File: src/rtl/i2c_bus_cond_detector.sv
// I2C receive-side bus condition detector: synchronises and deglitches SCL/SDA,
// detects START / repeated START / STOP, tracks bus ownership and frames bits.
module i2c_bus_cond_detector #(
    parameter int unsigned FILT_LEN = 3
) (
    input  logic       mclk,
    input  logic       rst,
    input  logic       scl_in,
    input  logic       sda_in,
    output logic       start_det,
    output logic       rstart_det,
    output logic       stop_det,
    output logic       bus_busy,
    output logic       scl_rise,
    output logic       sda_bit,
    output logic [3:0] bit_cnt,
    output logic       byte_done
);

    localparam int unsigned CNT_W = 4;
    localparam int unsigned BIT_W = 4;
    localparam logic [CNT_W-1:0] FILT_LAST = CNT_W'(FILT_LEN - 1);
    localparam logic [BIT_W-1:0] LAST_BIT  = BIT_W'(8);

    typedef enum logic {
        IDLE   = 1'b0,
        ACTIVE = 1'b1
    } state_t;

    // Line index 0 = SCL, 1 = SDA
    logic [1:0]       sync1;
    logic [1:0]       sync2;
    logic [1:0]       filt;
    logic [1:0]       prev;
    logic [CNT_W-1:0] fcnt [2];

    logic f_scl, f_sda, p_scl, p_sda;
    logic start_c, stop_c, rise_c;

    state_t           state, state_nxt;
    logic             start_nxt, rstart_nxt, stop_nxt, rise_nxt, done_nxt;
    logic             sda_bit_nxt;
    logic [BIT_W-1:0] bit_cnt_nxt;

    // Two-stage synchroniser for the asynchronous bus lines
    always_ff @(posedge mclk) begin
        if (rst) begin
            sync1 <= 2'b11;
            sync2 <= 2'b11;
        end else begin
            sync1 <= {sda_in, scl_in};
            sync2 <= sync1;
        end
    end

    // Deglitch filter: accept a new level only after FILT_LEN consecutive differing samples
    always_ff @(posedge mclk) begin
        if (rst) begin
            filt <= 2'b11;
            prev <= 2'b11;
            for (int i = 0; i < 2; i++) begin
                fcnt[i] <= '0;
            end
        end else begin
            prev <= filt;
            for (int i = 0; i < 2; i++) begin
                if (sync2[i] == filt[i]) begin
                    fcnt[i] <= '0;
                end else if (fcnt[i] == FILT_LAST) begin
                    filt[i] <= sync2[i];
                    fcnt[i] <= '0;
                end else begin
                    fcnt[i] <= fcnt[i] + CNT_W'(1);
                end
            end
        end
    end

    assign f_scl = filt[0];
    assign f_sda = filt[1];
    assign p_scl = prev[0];
    assign p_sda = prev[1];

    // SDA transitions are conditions only while SCL has been high for both samples
    assign start_c = p_sda & ~f_sda & p_scl & f_scl;
    assign stop_c  = ~p_sda & f_sda & p_scl & f_scl;
    assign rise_c  = ~p_scl & f_scl;

    // FSM state register
    always_ff @(posedge mclk) begin
        if (rst) begin
            state <= IDLE;
        end else begin
            state <= state_nxt;
        end
    end

    // Next-state and next-output decode; START/STOP take priority over an SCL rise
    always_comb begin
        state_nxt   = state;
        start_nxt   = 1'b0;
        rstart_nxt  = 1'b0;
        stop_nxt    = 1'b0;
        rise_nxt    = 1'b0;
        done_nxt    = 1'b0;
        sda_bit_nxt = sda_bit;
        bit_cnt_nxt = bit_cnt;
        case (state)
            IDLE: begin
                if (start_c) begin
                    start_nxt   = 1'b1;
                    bit_cnt_nxt = '0;
                    state_nxt   = ACTIVE;
                end else if (stop_c) begin
                    stop_nxt = 1'b1;
                end
            end
            ACTIVE: begin
                if (start_c) begin
                    rstart_nxt  = 1'b1;
                    bit_cnt_nxt = '0;
                end else if (stop_c) begin
                    stop_nxt    = 1'b1;
                    bit_cnt_nxt = '0;
                    state_nxt   = IDLE;
                end else if (rise_c) begin
                    rise_nxt    = 1'b1;
                    sda_bit_nxt = f_sda;
                    if (bit_cnt == LAST_BIT) begin
                        done_nxt    = 1'b1;
                        bit_cnt_nxt = '0;
                    end else begin
                        bit_cnt_nxt = bit_cnt + BIT_W'(1);
                    end
                end
            end
            default: begin
                state_nxt = IDLE;
            end
        endcase
    end

    // Registered outputs
    always_ff @(posedge mclk) begin
        if (rst) begin
            start_det  <= 1'b0;
            rstart_det <= 1'b0;
            stop_det   <= 1'b0;
            scl_rise   <= 1'b0;
            byte_done  <= 1'b0;
            bus_busy   <= 1'b0;
            sda_bit    <= 1'b1;
            bit_cnt    <= '0;
        end else begin
            start_det  <= start_nxt;
            rstart_det <= rstart_nxt;
            stop_det   <= stop_nxt;
            scl_rise   <= rise_nxt;
            byte_done  <= done_nxt;
            bus_busy   <= (state_nxt == ACTIVE);
            sda_bit    <= sda_bit_nxt;
            bit_cnt    <= bit_cnt_nxt;
        end
    end

endmodule
File: config.mk
export PLATFORM = sky130hd
export DESIGN_NAME = i2c_bus_cond_detector
export DESIGN_NICKNAME = d
export VERILOG_FILES = /design/src/rtl/i2c_bus_cond_detector.sv
export SDC_FILE = /design/constraint.sdc
export NUM_CORES = 1
export LEC_CHECK = 0
export BUFFER_PORTS_ARGS = -buffer_cell sky130_fd_sc_hd__buf_4
export CORE_MARGIN = 2
export CORE_UTILIZATION = 50
export CTS_CLUSTER_SIZE = 16
export DETAILED_ROUTE_END_ITERATION = 6
export PLACE_DENSITY_LB_ADDON = 0.05
export SETUP_SLACK_MARGIN = 0.2
export SKIP_LAST_GASP = 1
export SLEW_MARGIN = 20
export SYNTH_ARGS = -nofsm -noshare
export SYNTH_HDL_FRONTEND = slang
export SYNTH_SLANG_ARGS = --single-unit
File: constraint.sdc
create_clock -name mclk -period 1.3 [get_ports mclk]
set_input_delay 0.26 -clock mclk [delete_from_list [all_inputs] [get_ports mclk]]
set_output_delay 0.26 -clock mclk [all_outputs]
set_load 0.01 [all_outputs]
# --- Yosys cells after proc, flatten, opt, wreduce, memory -nomap -nowiden ---
# Memory sizes are Yosys's and may differ from the RTL's.
# Index checks and enable logic that the tools add are counted.
classes:
  addsub: 3
  n_mul: 0
  div: 0
  order_cmp: 0
  eq_ne: 7
  shifts: 0
  mux: 43
  n_bitwise: 22
  n_reduce_logical: 9
op_table:
  columns: ["op", "count"]
  rows:
  - ["4-bit two-way mux", 11]
  - ["1-bit two-way mux", 30]
  - ["4-bit by 1-bit adder with 4-bit output, second input constant", 3]
  - ["1-bit inverter", 9]
  - ["4-bit by 2-bit equality test with 1-bit output, second input constant", 2]
  - ["4-bit case mux with 2 select lines", 1]
  - ["1-bit bitwise AND", 7]
  - ["1-bit bitwise OR", 6]
  - ["2-bit AND reduction", 3]
  - ["2-bit OR reduction", 3]
  - ["5-bit OR reduction", 1]
  - ["4-bit equality test, second input constant", 1]
  - ["4-bit by 1-bit != test with 1-bit output, second input constant", 1]
  - ["4-bit AND reduction", 1]
  - ["4-bit OR reduction", 1]
  - ["1-bit equality test", 2]
  - ["2-bit != test, second input constant", 1]
  - ["1-bit case mux with 2 select lines", 1]
totals:
  ff_bits: 19
  latch_bits: 0
  ram_bits: 8
  mem_bits_ro: 0
  inputBits: 4
  output_inout_bits: 11
  elab_cells: 98
  n_memories: 1
memory_table:
  columns: ["memory", "words", "word_bits", "read_ports", "rd_ports_with_merged_regs", "wr", "line", "source"]
  rows:
  - ["fcnt", 2, 4, 2, 0, 2, "35", "logic [CNT_W-1:0] fcnt [2];"]

# --- Logic depth before layout (Yosys ltp) ---
# Gate-level depths: netlist of run 1.
logic_depth:
  depth_word: 7
  ltp_mapped: 6
  mapped_depth_nobuf: 6

# --- Worst setup path before layout of run 1 ---
# No wires, ideal clock.
synth_path:
  path_type: "register to register"
  from: "reg bit_cnt[0]"
  to: "reg bit_cnt[0]"
  setup_time_ps: 83
  t_arrival_ps: 1376
  required_time_ps: 1217
  setup_slack_ps: -159
  path_stages_with_launch: 7
  n_path_buf: 0
  period_less_slack_ps: 1459
  cell_sequence: "dfxtp_1 -> inv_1 -> ha_1 -> nand3b_1 -> o211a_1 -> a21bo_4 -> o31ai_4"
synth_between:
  elab_chain_len: 6
  word_cells_on_any_way: 7
  cone_classes: "add/sub: 1; eq/ne: 1; mux: 5"
synth_lines:
  columns: ["element", "line", "source"]
  rows:
  - ["start, declared", "16", "output logic [3:0] bit_cnt,"]
  - ["start signal, assigned", "162", "bit_cnt <= bit_cnt_nxt;"]
  - ["4-bit by 1-bit adder with 4-bit output / 4-bit equality test (equally long branches)", "133, 129", null]
  - ["4-bit two-way mux (*)", "129", "if (bit_cnt == LAST_BIT) begin"]
  - ["4-bit two-way mux (*)", "126", "end else if (rise_c) begin"]
  - ["4-bit two-way mux (*)", "122", "end else if (stop_c) begin"]
  - ["4-bit two-way mux (*)", "119", "if (start_c) begin"]
  - ["4-bit case mux with 2 select lines (*)", "108", "case (state)"]
# Mark *: on every way between the ends. The rest lies on a longest branch, timed or not. The select of a mux whose other input is x is not followed.
# A chain may end at the register's enable or synchronous reset.

==> results of run 1 <==
==> layer usage <==
layer,GRT usage [%],routed length (um),vias to the layer above
li1,-,-,482
met3,3.714,84,8
met4,9.829,75,0
met5,0,0,-
met1,21.94,1071,463
met2,34.58,1316,21
==> worst max-delay path, cell delays in order (launching register included) <==
cell and delay, ns:
edfxtp_1 0.43, ha_2 0.19, nor3b_4 0.14, or3_4 0.37
nor2_2 0.09
==> worst paths after layout <==
check / start / endpoint / slack (ns) / cells after the start
max: fcnt[0][1] / fcnt[0][0] / -0.05 / 4
min: scl_in / sync1[0] / 0.10 / 2
max reg2reg: fcnt[0][1] / fcnt[0][0] / -0.05 / 4
min reg2reg: sync1[0] / sync2[0] / 0.44 / 1
==> synthesized netlist by cell type, types with 2 or more instances <==
| cell type | count | area share [%] |
|---|---|---|
| dfxtp_1 | 19 | 32 |
| nor2_1 | 12 | 3.8 |
| inv_1 | 9 | 2.9 |
| edfxtp_1 | 8 | 20 |
| ha_1 | 6 | 6.3 |
| nand3_1 | 6 | 2.5 |
| or2_2 | 6 | 3.2 |
| xnor2_1 | 5 | 3.7 |
| nand2_1 | 4 | 1.3 |
| nor3_1 | 4 | 1.7 |
| or3_1 | 4 | 2.1 |
| nand4_1 | 3 | 1.6 |
| buf_2 | 2 | 0.85 |
| nand3b_1 | 2 | 1.3 |
| nor3b_1 | 2 | 1.3 |
| o211ai_2 | 2 | 2.1 |
| xor2_1 | 2 | 1.5 |
==> what timing repair did <==
item / 4_1_cts / 5_1_grt
pin swaps: 6 / 5
buffers inserted: 7 / 6
gates resized for setup: 20 / 17
endpoints found under the setup margin: 20 / 22
==> state kept, by name (all words and copies together) (netlist names), 2 cells and up <==
register,flops
bit_cnt,4
fcnt,8
filt,2
prev,2
sync1,2
sync2,2
==> power breakdown <==
part           internal [W]  switching (W)
sequential         0.000886      0.0000203
combinational     0.0000761      0.0000638
clock              0.000118       0.000243
==> area by class of cell <==
type	count	area [sq um]	area share (%)
sequential	27	640.6	36.76
multi-input combinational	80	628.1	36.04
timing repair buffer	43	375.4	21.54
tap	28	35.03	2.010
inverter	9	33.78	1.938
clock buffer	3	22.52	1.292
clock inverter	1	7.507	0.4307
==> logic make-up (layout without fill, tap and decap cells) <==
group           Yosys count  after routing  share of synthesized area, %
compound gates           12             12                         10.26
xor+xnor                  7              7                         5.185
fa+ha+maj                 6              6                         6.349
buf+inv                  12             56                         4.021
flops                    27             27                         52.49
mux                       1              1                        0.8466
other cells               1              8                        0.3172
simple gates             46             46                         20.53
==> per-stage QoR <==
| stage | worst slack [ns] | utilization [%] | area, sq um | setup TNS, ns | std cells |
|---|---|---|---|---|---|
| floorplan | -0.04597 | - | 1256 | -0.1356 | 119 |
| global placement | -0.02162 | 67.28 | 1503 | -0.05465 | 174 |
| detailed placement | -0.07387 | 67.28 | 1503 | -0.2158 | 174 |
| CTS | -0.03112 | 73.05 | 1632 | -0.2409 | 185 |
| global route | -0.1199 | 78.04 | 1743 | -1.081 | 191 |
| finish | -0.05170 | 78.04 | 1743 | -0.3104 | 191 |
==> results.txt, run 1 <==
STA classifies the critical path startpoint as a flop. From synthesis to final layout, the design area changed by 47.41%. The number of global-route vias before repair is roughly 940. The fraction of the yosys area taken by sequential cells came out at 52.49%. The final critical path takes up 104.0% of the cycle. The number of warnings reported in the yosys synthesis log came out at 0.

The clock insertion delay at the later pin of the skew report is ~0.32 ns. Across the run, the number of max-cap violations was 0. Buffers inserted during clock tree synthesis total 3.

For this run, the post-layout net count is 174. The critical path class is reg2reg. The worst setup margin is -0.05170 ns. Setup repair after global routing could not meet its margin everywhere.

The final worst hold slack came out at 0.1043 ns. The final antenna diode count came out at 0. The initial standard-cell utilization of the core came out at 52.94%. The fraction of final layout cells with drive strength greater than 1 is a little over half. For this design the ratio of total power to cell area is 807.3 mW/mm^2. The overall routed net length is 2547 um. The run finished, with violations left. The count of buffers inserted at the top-level ports came out at 14. The dominant register cell in the synthesized netlist is dfxtp_1. The initial antenna violation count is 0. The largest net degree at the start of global routing is 21.

The number of enable-type register cells in the synthesized netlist is 8. The worst hold path belongs to the class in2reg. The sort of element at the end of the critical path is a flop. The final count of hold timing violations came out at 0.

The clock sink total came out at 27. In the layout the commonest cells are buf_4 (29), buf_6 (14), dfxtp_1 (9), edfxtp_1 (8), conb_1 (8). A synthesized cell averages 10.56 sq um.

The library cell used most frequently in the layout, excluding fill and tap cells, is buf_4. The minimum clock period after layout is 1.352 ns. The completed layout was analyzed and its total power is 0.001407 W.

The clock root buffer is clkbuf_4. Global routing used between 10% and 20% of the available tracks across all layers. After synthesis, the share of flip-flops with an asynchronous set or reset is 0%. Along the worst path, the maximum fanout reaches 4. The worst IR drop on VDD came out at 0.0006631 V.

Detailed routing inserted a total of a little under 1,000 vias. The layout has 162 filler cells. The total overflow left after global routing is 0. In the routed design, unresolved DRC markers number 0.

CTS built an H-tree with a depth of 1. The number of ports placed on the die boundary came out at 15. For the worst setup path, the data required time is 1.50 ns. The area of the die came out at 0.002770 sq mm.

For this design the static power due to leakage is 0.7296 nW. The final RePlAce weighted congestion is 0.6944. The violation count after the first detailed-route iteration is 19.

The post-route antenna net violation count came out at 0. The detailed-routing iteration count for the pre-antenna-repair pass came out at 4. In this run the cell area of the synthesized design comes to 0.001182 sq mm.

The maximum clock skew at final layout came out at roughly 0.0054 ns. The standard cell core area came out at 0.002233 sq mm. The ratio of routed vias to standard cells is a little over 5. Static timing analysis puts the maximum clock frequency at 0.7398 GHz. No sink is reached through more buffers than the 2 on the longest clock path.

The number of hold buffers added after CTS is 0. The post-DP HPWL is between 1500 and 2000 um. The cell count after synthesis is 112.

TritonCTS built the clock tree. The vertical extent of the die is 52.63 um. The data arrival time of the worst path is about 1.6 ns. The checks that failed: negative setup slack. The clock-pin slew of the registers on the worst-case setup and hold paths came out at 0.14 ns. The count of final max-slew check failures came out at 0. Setup violations remaining at the end of the flow were counted as 10. The die extent in x came out at 52.63 um. The global-route wire length before repair is between 3000 and 4000 um. The count of unique library cells instantiated by Yosys is 33. The detailed-route wire length per cell came out at 13.34 um. After floorplanning, the core was divided into 17 placement rows. The register bit total from synthesis is 27.
Note: power is estimated with default switching activity, not from simulation.
==> run 2: changes to the inputs <==
- GPL_TIMING_DRIVEN: not set -> 0
- clock period: 1.3 -> 1.1 ns (I/O delays scaled with it)
==> results.txt, run 2 (same netlist as run 1, synthesis figures left out) <==
The flow ran to the end, but the final reports show violations. The checks that failed: negative setup slack. The worst hold path belongs to the class in2reg. The violation count after the first detailed-route iteration is 12. The cell sitting at the root of the clock tree is a clkbuf_4. The initial antenna violation count came out at 0. After detailed routing, the average wire length per cell comes to 14.11 um. The relative area change from synthesis to final layout is 48.25%. The largest registers in the layout are fcnt: 8 flops, bit_cnt: 4 flops.

The region available for standard cell placement spans 0.002233 sq mm. The deepest clock path buffer count is 2. After layout, the worst path uses 127.2% of the clock period. fcnt holds more flip-flops than any other register. The final RePlAce weighted congestion came out at 0.7448. In the final layout, the multi-input gates occupy 673.1 sq um. For the worst setup path, the data required time is 1.29 ns. Setup repair after global routing could not meet its margin everywhere. The maximum achievable frequency is 0.7145 GHz.

The library cell used most frequently in the layout, excluding fill and tap cells, is buf_4. The TritonCTS clock tree is done. The clock insertion delay at the later pin of the skew report came out at 0.31 ns. The worst setup margin came out at -0.2995 ns. The number of antenna diodes in the final layout is 0. The count of buffers inserted at the top-level ports is 14. The count of final max-slew check failures is 0.

After detailed routing, the total wire length is 2596 um. Using the TritonRoute via totals, the vias-per-cell ratio works out to 4.989. The final count of hold timing violations was 0.

The global-route wire length before repair came out at 4077 um. The area of all sequential standard cells came out at 654.4 sq um. Before antenna repair, the detailed router went through 3 iterations. The via count of the routed design came out at around 920. The filler cells instantiated in the layout total 141.

STA classifies the critical path endpoint as a flop. For this design the static power due to leakage is 0.7272 nW. The initial standard-cell utilization of the core is 52.94%. The largest fanout on the critical path came out at 4. In the global route stage, overall resource usage came out at 20.46%. CTS built an H-tree with a depth of 1. The post-route antenna net violation count came out at 0. The final standard cell area without fillers is approximately 0.0018 sq mm. STA classifies the critical path startpoint as a flop. The sum of negative setup slack came out at -3.371 ns. The final worst hold slack is about 0.074 ns.

The number of global-route vias before repair came out at 941. In this run, CTS created clock tree buffers numbering 3. The minimum clock period after layout is 1.400 ns.

The die extent in x is 52.63 um. The number of ports placed on the die boundary came out at 15. The area of the die is 0.002770 sq mm. The setup path with the least slack is of type reg2reg. The data arrival time of the worst path is 1.59 ns.

The total overflow left after global routing is 0. The vertical extent of the die is 52.63 um. For this design the ratio of total power to cell area is between 900 and 1000 mW/mm^2. At the end of the flow, the number of nets in the layout was around 170. Excluding fillers, the count of instances in the completed layout stands at 184. The clock-pin slew of the registers on the worst-case setup and hold paths is around 0.14 ns. The number of maximum-capacitance constraint violations came out at 0. The clock drives 27 sinks.

Detailed placement ended at an HPWL of 1543 um. The total placed cells including tap cells is 161. The maximum clock skew at final layout is 0.003152 ns. Cells with a size suffix above 1 make up 57.05% of the layout. In the layout the commonest cells are buf_4 (19), buf_6 (16), dfxtp_2 (9), edfxtp_1 (8), conb_1 (8). The number of DRC violations after detailed routing is 0. The floorplan row count is 17. Across the VDD grid, the largest voltage drop is 0.0009769 V.

The largest net degree at the start of global routing came out at 15. The number of failing setup endpoints in the final timing report came out at 16. The area after detailed placement is 0.001423 sq mm. The number of flip-flops under the largest register name came out at 8.
-- run 2: where the power goes --
part | internal (W) | total [W] | leakage [nW] | switching (W)
clock | 0.000142 | 0.000429 | 0.0150 | 0.000288
combinational | 0.0000906 | 0.000172 | 0.471 | 0.0000811
sequential | 0.00104 | 0.00107 | 0.242 | 0.0000275
-- run 2: worst max-delay path, cell delays in order, from the launching register on --
cell	delay [ns]
edfxtp_1	0.39
inv_1	0.06
ha_2	0.17
nor3b_4	0.15
or3_4	0.41
nor2_1	0.10
-- run 2: per-stage QoR --
step / total power, W / worst slack [ns] / utilization (%)
6_report: 0.001670 / -0.2995 / 78.49
2_1_floorplan: 0.001176 / -0.2460 / -
5_1_grt: 0.001728 / -0.3599 / 78.49
4_1_cts: 0.001636 / -0.2806 / 72.16
3_3_place_gp: 0.001206 / -0.3095 / 63.70
3_5_place_dp: 0.001211 / -0.3663 / 63.70
-- run 2: worst paths after layout --
| path | startpoint | endpoint | slack [ns] | cells past startpoint |
|---|---|---|---|---|
| hold reg to reg | sync1[0] | sync2[0] | 0.43 | 1 |
| setup / recovery | fcnt[0][0] | fcnt[0][3] | -0.30 | 5 |
| setup reg to reg | fcnt[0][0] | fcnt[0][3] | -0.30 | 5 |
| hold / removal | scl_in | sync1[0] | 0.07 | 2 |
-- run 2: metal layers --
metal	part of all wire, %	global-route usage [%]
met5	0	0
met4	2.7	5.128
met3	3.3	3.714
met2	51	36.04
met1	43	25.59
-- run 2: layout make-up --
cell class,instances,area share [%]
Buffer,3,1.570
Clock buffer,4,1.499
Inverter,9,2.070
Multi-Input combinational cell,80,38.40
Sequential cell,27,37.33
Tap cell,28,1.999
Timing Repair Buffer,33,17.13
-- run 2: timing repair --
action,CTS,global route
pin swaps,5,6
setup buffers,12,7
hold buffers,0,0
setup endpoints to repair,30,30
resized for setup,26,24
==> run 3: changes to the inputs <==
- MAX_ROUTING_LAYER: not set -> met4
==> results.txt, run 3 (same netlist as run 1, synthesis figures left out) <==
The final reports fail on negative setup slack. The worst setup timing slack at the placement stage is -0.3663 ns. The worst IR drop on VDD came out at 0.0009659 V.

The sum of negative setup slack is -3.357 ns. The filler cell count is 141. The power density of the placed cells came out at between 900 and 1000 mW/mm^2.

The worst register-to-register path begins at fcnt[0][0]. The count of buffers inserted at the top-level ports is 14. The number of buffer and inverter stages on the critical path came out at 1. The post-route antenna net violation count came out at 0.

The largest individual stage delay along the critical path comes from the cell or3_4. The clock sink total is 27. The post-layout instance count excluding filler cells is 184. Entering global routing, the biggest net connects 15 pins.

The number of flip-flops under the largest register name came out at 8. The first detailed-routing pass took 3 iterations. The most common cell after layout, fill and taps aside is buf_4.

In this run the number of cells on the critical path is 5. The number of nets in the finished design came out at 167. The worst setup margin is -0.2990 ns. The TritonCTS clock tree is done.

Walking the worst path, the cells encountered are inv_1 -> ha_2 -> nor3b_4 -> or3_4 -> nor2_1. In this run the horizontal extent of the chip is 52.63 um. On the final layout, the worst clock skew is 0.003546 ns.

The number of DRC violations after detailed routing is 0. Leaving out fill and tap cells, the most frequent cells in the layout are buf_4 (19), buf_6 (16), dfxtp_2 (9), edfxtp_1 (8), conb_1 (8). The floorplan row count is 17.

In this design, the stage delay of the slowest critical-path cell is 0.41 ns. The largest fanout on the critical path came out at 4. The leakage power total came out at 0.7272 nW.

The area of the die is 0.002770 sq mm. The overall routed net length came out at 2586 um. The dominant delay contributor by cell family on the critical path is simple AND/OR/NAND/NOR gates.

For this design the top-level I/O count stands at 15. The first global-routing pass estimated 4064 um of wire. The critical hold path startpoint is scl_in.

The via count of the routed design is 921. The largest registers in the layout are fcnt: 8 flops, bit_cnt: 4 flops. Relative to the synthesized area, the layout overhead comes to 48.25%. The reg-to-reg critical path endpoint is fcnt[0][3]. After clock tree synthesis, the clock-pin slew on the worst setup and hold paths is 0.14 ns. The final antenna diode count is 0. The tree is rooted in a clkbuf_4.

In this run, placement finished with an instance count of 161. The count of final max-slew check failures came out at 0. The violation count after the first detailed-route iteration came out at 13.

The standard cell core area came out at 0.002233 sq mm. The top register by number of flip-flops is fcnt. The number of hold buffers added after CTS is 0. The run finished, with violations left. The ratio of routed vias to standard cells is approximately 5. Setup repair after global routing could not meet its margin everywhere. After detailed routing, the average wire length per cell comes to approximately 14 um.

The critical path is of the reg2reg type. The final worst-path cycle share is 127.2%. The worst setup path is launched from a flop.

STA classifies the critical path endpoint as a flop. The congestion estimate from routability-driven global placement came to around 0.75. The deepest clock path buffer count is 2. The number of maximum-capacitance constraint violations came out at 0.

The number of buffers added by the clock tree synthesis step came out at 3. The post-DP HPWL is 1543 um. For this configuration, the core starts out at a cell density of 52.94%.

The vertical extent of the die is 52.63 um. The number of global-route vias before repair is between 900 and 1,000. The data arrival time of the worst path is around 1.6 ns. The min-delay analysis places its worst path in the category in2reg. The aggregate global routing overflow is 0. The minimum clock period after layout came out at 1.399 ns. The logic depth of the worst register-to-register path came out at 5.

The register-to-register setup slack is -0.30 ns. The most critical setup path has its startpoint at fcnt[0][0]. The endpoint of the most critical setup path is fcnt[0][3]. The later pin in the worst-skew pair is clocked with a latency of slightly above 0.3 ns. The fraction of final layout cells with drive strength greater than 1 is 57.05%. The final count of hold timing violations is 0.

The critical path required time is 1.28 ns. Based on the critical path, the design can be clocked at up to 0.7148 GHz. The initial antenna violation count is 0. Setup violations remaining at the end of the flow were counted as 16. For this run, the total global-route usage over all layers was measured as 20.93%. The maximum level of the CTS H-tree is 1.
run 3: stage by stage:
stage	hold WS, ns	instance area [sq um]	total power (W)	utilization [%]
3_5_place_dp	0.3944	1423	0.001211	63.70
6_report	0.07630	1753	0.001663	78.49
5_1_grt	0.06582	1753	0.001732	78.49
3_3_place_gp	0.3919	1423	0.001206	63.70
2_1_floorplan	0.3238	1282	0.001176	-
4_1_cts	0.07693	1612	0.001636	72.16
run 3: worst min path at each step:
stage,depth (start not counted),to,slack [ns]
2_1_floorplan,1,sync1[0],0.32
3_3_place_gp,1,sync2[0],0.39
3_5_place_dp,1,sync2[0],0.39
4_1_cts,2,sync1[1],0.08
5_1_grt,2,sync1[0],0.07
6_report,2,sync1[0],0.08
run 3: where the power goes:
group / internal [W] / switching, W
combinational: 0.0000906 / 0.0000813
sequential: 0.00104 / 0.0000273
clock: 0.000141 / 0.000281
run 3: area by class of cell:
class	instances	area, sq um	area share (%)
Buffer	3	27.53	1.570
Clock buffer	4	26.28	1.499
Inverter	9	36.28	2.070
Multi-Input combinational cell	80	673.1	38.40
Sequential cell	27	654.4	37.33
Tap cell	28	35.03	1.999
Timing Repair Buffer	33	300.3	17.13
run 3: metal layers:
layer / part of all wire, % / global-route usage [%] / routed length, um
met1: 44 / 25.41 / 1133
met2: 50 / 36.04 / 1301
met3: 3.1 / 3.714 / 80
met4: 2.7 / 5.128 / 70
met5: 0 / - / 0
run 3: repair_timing:
action / 4_1_cts / 5_1_grt
gates resized for setup: 26 / 24
setup endpoints to repair: 30 / 30
pin swaps: 5 / 6
buffers inserted: 12 / 7
